<file path="src/rtl/core_pkg.sv">
// core_pkg: shared fetch widths and the {pc, inst} entry carried from fetch to decode
package core_pkg;
  localparam int XLEN = 32;
  localparam int ILEN = 32;
  typedef logic [XLEN-1:0] Addr;
  typedef logic [ILEN-1:0] Inst;
  typedef struct packed {
    Addr pc;
    Inst inst;
  } FetchEntry;
endpackage

</file>
<file path="src/rtl/inst_fetcher_fifo.sv">
// fifo: flushable circular buffer with one push and one pop per cycle
module fifo #(
  parameter type T     = logic [7:0],
  parameter int  DEPTH = 4
) (
  input  logic                   clk,
  input  logic                   rst,
  input  logic                   flush,
  input  logic                   wvalid,
  output logic                   wready,
  input  T                       wdata,
  output logic                   rvalid,
  input  logic                   rready,
  output T                       rdata,
  output logic [$clog2(DEPTH):0] count
);
  localparam int AW = $clog2(DEPTH);
  localparam int CW = AW + 1;
  T mem_q [DEPTH];
  logic [AW-1:0] wptr_q, wptr_d, rptr_q, rptr_d;
  logic [CW-1:0] count_q, count_d;
  logic push, pop;
  // A full buffer still takes a write when the head leaves in the same cycle; flush wins over both ports
  always_comb begin
    rvalid = count_q != '0;
    rdata = mem_q[rptr_q];
    count = count_q;
    wready = (count_q != CW'(DEPTH)) || rready;
    push = wvalid && wready && !flush;
    pop = rvalid && rready && !flush;
    wptr_d = flush ? '0 : wptr_q + AW'(push);
    rptr_d = flush ? '0 : rptr_q + AW'(pop);
    count_d = flush ? '0 : count_q + CW'(push) - CW'(pop);
  end
  // Pointer and occupancy registers
  always_ff @(posedge clk) begin
    if (rst) begin
      wptr_q <= '0;
      rptr_q <= '0;
      count_q <= '0;
    end else begin
      wptr_q <= wptr_d;
      rptr_q <= rptr_d;
      count_q <= count_d;
    end
  end
  // Storage is not reset; only occupied slots are ever presented on rdata
  always_ff @(posedge clk) begin
    if (push) mem_q[wptr_q] <= wdata;
  end
endmodule

</file>
<file path="src/rtl/inst_fetcher.sv">
// inst_fetcher: PC owner and fetch queue feeding decode; INST_FETCHER_BYPASS_EN forwards a response straight to decode when the queue is empty
module inst_fetcher
  import core_pkg::*;
#(
  parameter int  MEM_ADDR_WIDTH = 16,
  parameter int  FIFO_DEPTH     = 4,
  parameter Addr RESET_PC       = '0
) (
  input  logic                      clk,
  input  logic                      rst,
  input  logic                      mem_ready,
  output logic                      mem_valid,
  output logic                      mem_wen,
  output logic [MEM_ADDR_WIDTH-1:0] mem_addr,
  output logic [ILEN-1:0]           mem_wdata,
  output logic [ILEN/8-1:0]         mem_wmask,
  input  logic                      mem_rvalid,
  input  logic [ILEN-1:0]           mem_rdata,
  output logic                      core_valid,
  input  logic                      core_ready,
  output logic [XLEN-1:0]           core_pc,
  output logic [ILEN-1:0]           core_inst,
  input  logic                      control_hazard,
  input  logic [XLEN-1:0]           control_hazard_pc
);
  localparam int CW = $clog2(FIFO_DEPTH) + 1;
  Addr pc_q, pc_d, inflight_pc_q, inflight_pc_d;
  logic inflight_q, inflight_d, discard_q, discard_d;
  logic fire, capture, push, pop, fifo_wready, fifo_rvalid;
  logic [CW-1:0] count;
  FetchEntry head, entry;
`ifdef INST_FETCHER_BYPASS_EN
  logic bypass;
`endif
  assign mem_wen = 1'b0;
  assign mem_wdata = '0;
  assign mem_wmask = '0;
  // Issue only while every in-flight word has a guaranteed slot; reset and redirect suppress issue and capture
  always_comb begin
    mem_valid = !rst && !control_hazard && ((count + CW'(inflight_q)) < CW'(FIFO_DEPTH));
    mem_addr = pc_q[MEM_ADDR_WIDTH+1:2];
    fire = mem_valid && mem_ready;
    capture = mem_rvalid && inflight_q && !discard_q && !control_hazard && !rst;
    entry = '{pc: inflight_pc_q, inst: mem_rdata};
    pc_d = control_hazard ? (control_hazard_pc & ~Addr'(3)) : fire ? pc_q + Addr'(4) : pc_q;
    inflight_d = fire;
    inflight_pc_d = fire ? pc_q : inflight_pc_q;
    discard_d = control_hazard && inflight_q;
  end
  // Decode-side view: queue head, or the live response when the queue is empty and bypass is built in
  always_comb begin
`ifdef INST_FETCHER_BYPASS_EN
    bypass = capture && !fifo_rvalid;
    core_valid = (fifo_rvalid && !rst) || bypass;
    core_pc = bypass ? inflight_pc_q : head.pc;
    core_inst = bypass ? mem_rdata : head.inst;
    push = capture && !(bypass && core_ready);
`else
    core_valid = fifo_rvalid && !rst;
    core_pc = head.pc;
    core_inst = head.inst;
    push = capture;
`endif
    pop = fifo_rvalid && core_ready && !rst && !control_hazard;
  end
  // PC, in-flight tracking and late-response discard
  always_ff @(posedge clk) begin
    if (rst) begin
      pc_q <= RESET_PC;
      inflight_q <= 1'b0;
      inflight_pc_q <= '0;
      discard_q <= 1'b0;
    end else begin
      pc_q <= pc_d;
      inflight_q <= inflight_d;
      inflight_pc_q <= inflight_pc_d;
      discard_q <= discard_d;
    end
  end
  fifo #(.T(FetchEntry), .DEPTH(FIFO_DEPTH)) u_fifo (
    .clk    (clk),
    .rst    (rst),
    .flush  (control_hazard),
    .wvalid (push),
    .wready (fifo_wready),
    .wdata  (entry),
    .rvalid (fifo_rvalid),
    .rready (pop),
    .rdata  (head),
    .count  (count)
  );
  // The issue rule reserves a slot for every request in flight, so a rejected push means the fetcher is broken
  assert property (@(posedge clk) disable iff (rst) push |-> fifo_wready);
endmodule
</file>
<file path="config.mk">
export PLATFORM = sky130hd
export DESIGN_NAME = inst_fetcher
export DESIGN_NICKNAME = d
export VERILOG_FILES = /design/src/rtl/core_pkg.sv /design/src/rtl/inst_fetcher_fifo.sv /design/src/rtl/inst_fetcher.sv
export SDC_FILE = /design/constraint.sdc
export NUM_CORES = 1
export LEC_CHECK = 0
export BUFFER_PORTS_ARGS = -buffer_cell sky130_fd_sc_hd__buf_4
export CAP_MARGIN = 10
export CORE_AREA = 2 2 161 163
export CTS_CLUSTER_DIAMETER = 150
export DETAILED_ROUTE_END_ITERATION = 6
export DIE_AREA = 0 0 163 165
export HOLD_SLACK_MARGIN = 0.1
export PLACE_DENSITY = 0.75
export SLEW_MARGIN = 25
export SYNTH_ARGS = -nofsm -noshare
export SYNTH_HDL_FRONTEND = slang
export SYNTH_SLANG_ARGS = --single-unit
</file>
<file path="constraint.sdc">
create_clock -name clk -period 6 [get_ports clk]
set_input_delay 0.3 -clock clk [delete_from_list [all_inputs] [get_ports clk]]
set_output_delay 0.3 -clock clk [all_outputs]
set_load 0.01 [all_outputs]
</file>
==> impl.org <==
** Setup path
- Cell with the most instances on the worst path :: sky130_fd_sc_hd__buf_4
- Crit-path max cell delay :: 900 ps
- In this run the worst path has a maximum fanout of 40.
- Slowest cell on the critical path :: sky130_fd_sc_hd__dfxtp_4
- The worst setup path is captured at an output pin.
- At the worst endpoint, the required time is roughly 5700 ps.
- In this run the worst setup path begins at u_fifo.rptr_q[0].
- In this run the critical register-to-register path is launched from u_fifo.count[2].
- Setup crit start kind :: flop
- CP Data Arrival Time :: 2790 ps
- Cell-by-cell listing of the critical path :: buf_4 > mux4_2 > buf_4
- Worst Path Class, Setup :: flop to output pin

** Place
- In this run the cell area measured after placement is about 14000 um2.
- Once detailed placement completed, the half-perimeter wirelength came to 14400 um.
- The congestion estimate from routability-driven global placement came to 0.820.
- Input and output buffers added on the ports amount to ~150.

** Clock network
- Buffer type at the clock tree root :: sky130_fd_sc_hd__clkbuf_16
- Clock H-tree levels :: 1
- CTS saw about 320 sinks.
- Total of cells resized after clock tree synthesis :: 0
- After clock tree synthesis, the clock-pin slew on the worst setup and hold paths is 60 ps.
- Number of buffers created by CTS :: 31
- Buffers added to address setup during post-CTS repair amount to 0.
- Clock latency on the worst-skew pair, taken at its later pin, is 550 ps.
- Maximum clock path buffer count :: 3
- CTS tree :: built

** Layout
- The sequential cells in the finished layout cover a total of 8840 um2.
- Antenna fix cells :: 0
- Share of cells above drive strength 1 :: between 20% and 30%
- Final Instance Area :: 15300 um2
- After filler insertion, the fill cell instance count of the layout stands at 1854.
- Area used by multi-input combinational logic :: ~3400 um2
- Nets@finish :: 1056
- The area growth from synthesis to layout is 21.0%.

** Die
- For this configuration, the core starts out at a cell density of 50.6%.
- During I/O placement, the number of pins put on the boundary was 189.
- From left edge to right edge, the die measures 163 um.
- Die area :: 26900 um2
- In this run the vertical extent of the chip is 165 um.
- The floorplan has between 50 and 60 rows.
- Core region area :: 25000 um2

** Timing
- Crit path time final :: ~3100 ps
- Final setup violating endpoints :: 0
- Derived from the worst setup path, the maximum achievable clock frequency is 324 MHz.
- Setup repair after global routing missed its margin :: false
- Transition time at the pin with the least slew margin :: between 1000 and 1500 ps
- Hold timing on the final database bottoms out at a slack of 169 ps.
- Max-slew headroom at the worst pin :: between 30% and 40%
- The final hold violation count came to 0.
- Final period util :: slightly above 50%
- After routing, the total negative slack on setup checks comes to 0 ps.
- The max-slew violation total from the final report came to 0.
- The clock arrives with just under 10 ps of skew.

** Synth
- Sequential elements use 69.7% of the synthesized area.
- Yosys attributes the largest share of cell area to sky130_fd_sc_hd__edfxtp_1, sky130_fd_sc_hd__mux4_2, sky130_fd_sc_hd__dfxtp_1, sky130_fd_sc_hd__buf_4, sky130_fd_sc_hd__nand2_1.
- Post-synth EDFFs :: 248
- Total of warnings raised by yosys :: 0
- Dominant cell type by area after synthesis :: sky130_fd_sc_hd__edfxtp_1
- Most repeated cell in the gate-level netlist after synthesis :: sky130_fd_sc_hd__edfxtp_1
- After synthesis, the most frequently instantiated cells are sky130_fd_sc_hd__edfxtp_1, sky130_fd_sc_hd__nand2_1, sky130_fd_sc_hd__dfxtp_1.
- The cell area that synthesis handed to floorplanning was 12700 um2.
- Post-Syn Instances :: between 700 and 800
- Average size of a mapped cell :: roughly 16 um2
- Count of different cell masters after synthesis :: 55
- For this run, the leading register cell type out of synthesis is sky130_fd_sc_hd__edfxtp_1.
- In this run the biggest area consumer among cell types represents approximately 59% of the synthesized area.
- Number of synthesized register bits :: 317
- In the synthesized netlist the async set-or-reset flop fraction comes to 0%.

** Global route
- Global-route total usage across every layer :: 18.4%
- The number of global-route vias before repair is ~7100.
- Pin count of the biggest net entering global routing :: 66
- The first global-routing pass estimated 38300 um of wire.
- The initial antenna violation count came to 0.
- Summed over all layers, the global routing overflow is 0.

** Route
- Routed length per placed instance :: 18.4 um
- # DRC :: 0
- Routed vias :: 7149
- The detail route stage leaves a number of antenna-violating nets equal to 0.
- Dividing the detail-routed via count by the number of cells gives ~5.4.
- The routed design has between 20000 and 25000 um of wire.
- Detailed Route Iter0 Violations :: 476
- Number of detailed-route iterations in the first pass :: 7

** Hold path
- The tightest min-delay check is of the input pin to flop type.
- The worst hold path begins at control_hazard_pc[20].

** Outcome
- Result of the run :: complete, no violations

** Power and ir drop
- The analysis attributes to cell leakage a power of between 0.005 and 0.006 uW.
- Peak ir drop on the vdd network :: 180 uV
- Power per cell area :: about 280 nW/um2

** Job
- Maxcap violations :: 0
state kept, by name (all words and copies together) (netlist names):
| name | cells |
|---|---|
| inflight_pc_q | 30 |
| u_fifo.count | 3 |
| inflight_q | 1 |
| pc_q | 30 |
| u_fifo.wptr_q | 2 |
| u_fifo.rptr_q | 2 |
| discard_q | 1 |
| u_fifo.mem_q | 248 |
critical path, delay by kind of cell (launching register included):
kind	cells	cell delay [ps]
buffers and inverters	2	730
muxes	1	590
DFF	1	900
metrics by stage:
stage | setup slack [ps] | instances | utilization, % | total power (uW)
after floorplan | 1710 | 836 | - | 2540
after CTS | 2790 | 1336 | 61.3 | 4400
after global routing | 2650 | 1336 | 61.3 | 4510
after detailed placement | 2430 | 1218 | 55.0 | 2580
final | 2910 | 1336 | 61.3 | 4360
after global placement | 2550 | 1218 | 55.0 | 2580
worst paths after layout:
path / slack, ps / to / cells after the start
hold reg to reg: 500 / inflight_pc_q[9] / 2
setup reg to reg: 3080 / u_fifo.mem_q[2][36] / 5
hold / removal: 170 / pc_q[20] / 4
setup / recovery: 2910 / core_inst[31] / 3
logic make-up (layout without fill, tap and decap cells):
kind of cell,Yosys count,after routing,share of synthesized area [%]
multiplexers,74,74,12.1
other,1,39,0.0296
buffers and inverters,105,275,5.06
AO/OA/AOI/OAI,88,88,4.01
adder cells (fa/ha/maj),4,4,0.454
XOR/XNOR,14,14,0.968
flip-flops,317,317,69.7
AND/OR/NAND/NOR,195,195,7.68
area by class of cell:
cell class / instances / share of cell area, %
Sequential cell: 317 / 57.6
Clock buffer: 42 / 5.33
Timing Repair Buffer: 213 / 11.4
Tap cell: 330 / 2.69
Inverter: 5 / 0.122
Multi-Input combinational cell: 414 / 22.0
Clock inverter: 15 / 0.840
layer usage:
metal	GRT usage (%)	vias up	wire length (um)
met3	3.29	27	1710
met1	25.2	3513	10600
li1	-	3341	-
met5	0	-	0
met4	4.51	0	326
met2	30.9	268	12000
placed cells by master (no fill, tap or decap), types with 3 or more instances in the layout:
master and instances:
sky130_fd_sc_hd__edfxtp_1 248, sky130_fd_sc_hd__buf_4 152, sky130_fd_sc_hd__nand2_1 90, sky130_fd_sc_hd__dfxtp_1 67, sky130_fd_sc_hd__mux4_2 62, sky130_fd_sc_hd__dlygate4sd3_1 61
sky130_fd_sc_hd__a21oi_1 48, sky130_fd_sc_hd__conb_1 39, sky130_fd_sc_hd__clkbuf_16 31, sky130_fd_sc_hd__nor2_1 24, sky130_fd_sc_hd__nand4_1 17, sky130_fd_sc_hd__a31oi_1 15
sky130_fd_sc_hd__clkbuf_1 11, sky130_fd_sc_hd__xor2_1 10, sky130_fd_sc_hd__nand3_1 8, sky130_fd_sc_hd__nor2b_1 7, sky130_fd_sc_hd__and3_1 7, sky130_fd_sc_hd__nand2b_1 7
sky130_fd_sc_hd__nor3_1 6, sky130_fd_sc_hd__o22ai_1 5, sky130_fd_sc_hd__o21ai_0 5, sky130_fd_sc_hd__and2_1 5, sky130_fd_sc_hd__mux2_1 5, sky130_fd_sc_hd__clkinv_1 5
sky130_fd_sc_hd__inv_1 4, sky130_fd_sc_hd__nor4_1 4, sky130_fd_sc_hd__a22oi_1 4, sky130_fd_sc_hd__mux2i_1 4, sky130_fd_sc_hd__xnor2_1 4, sky130_fd_sc_hd__clkinv_2 4
sky130_fd_sc_hd__nand4b_1 3, sky130_fd_sc_hd__ha_1 3
where the power goes:
group | internal, uW | switching, uW
logic | 87.8 | 84.7
clock network | 1040 | 754
registers | 2370 | 27.0
total | 3500 | 866
what timing repair did:
| action | 4_1_cts | 5_1_grt |
|---|---|---|
| hold buffers | 61 | 0 |
| endpoints found under the setup margin | 0 | 0 |
| hold endpoints to repair | 157 | 0 |
Power figures use the tool's default switching activity.
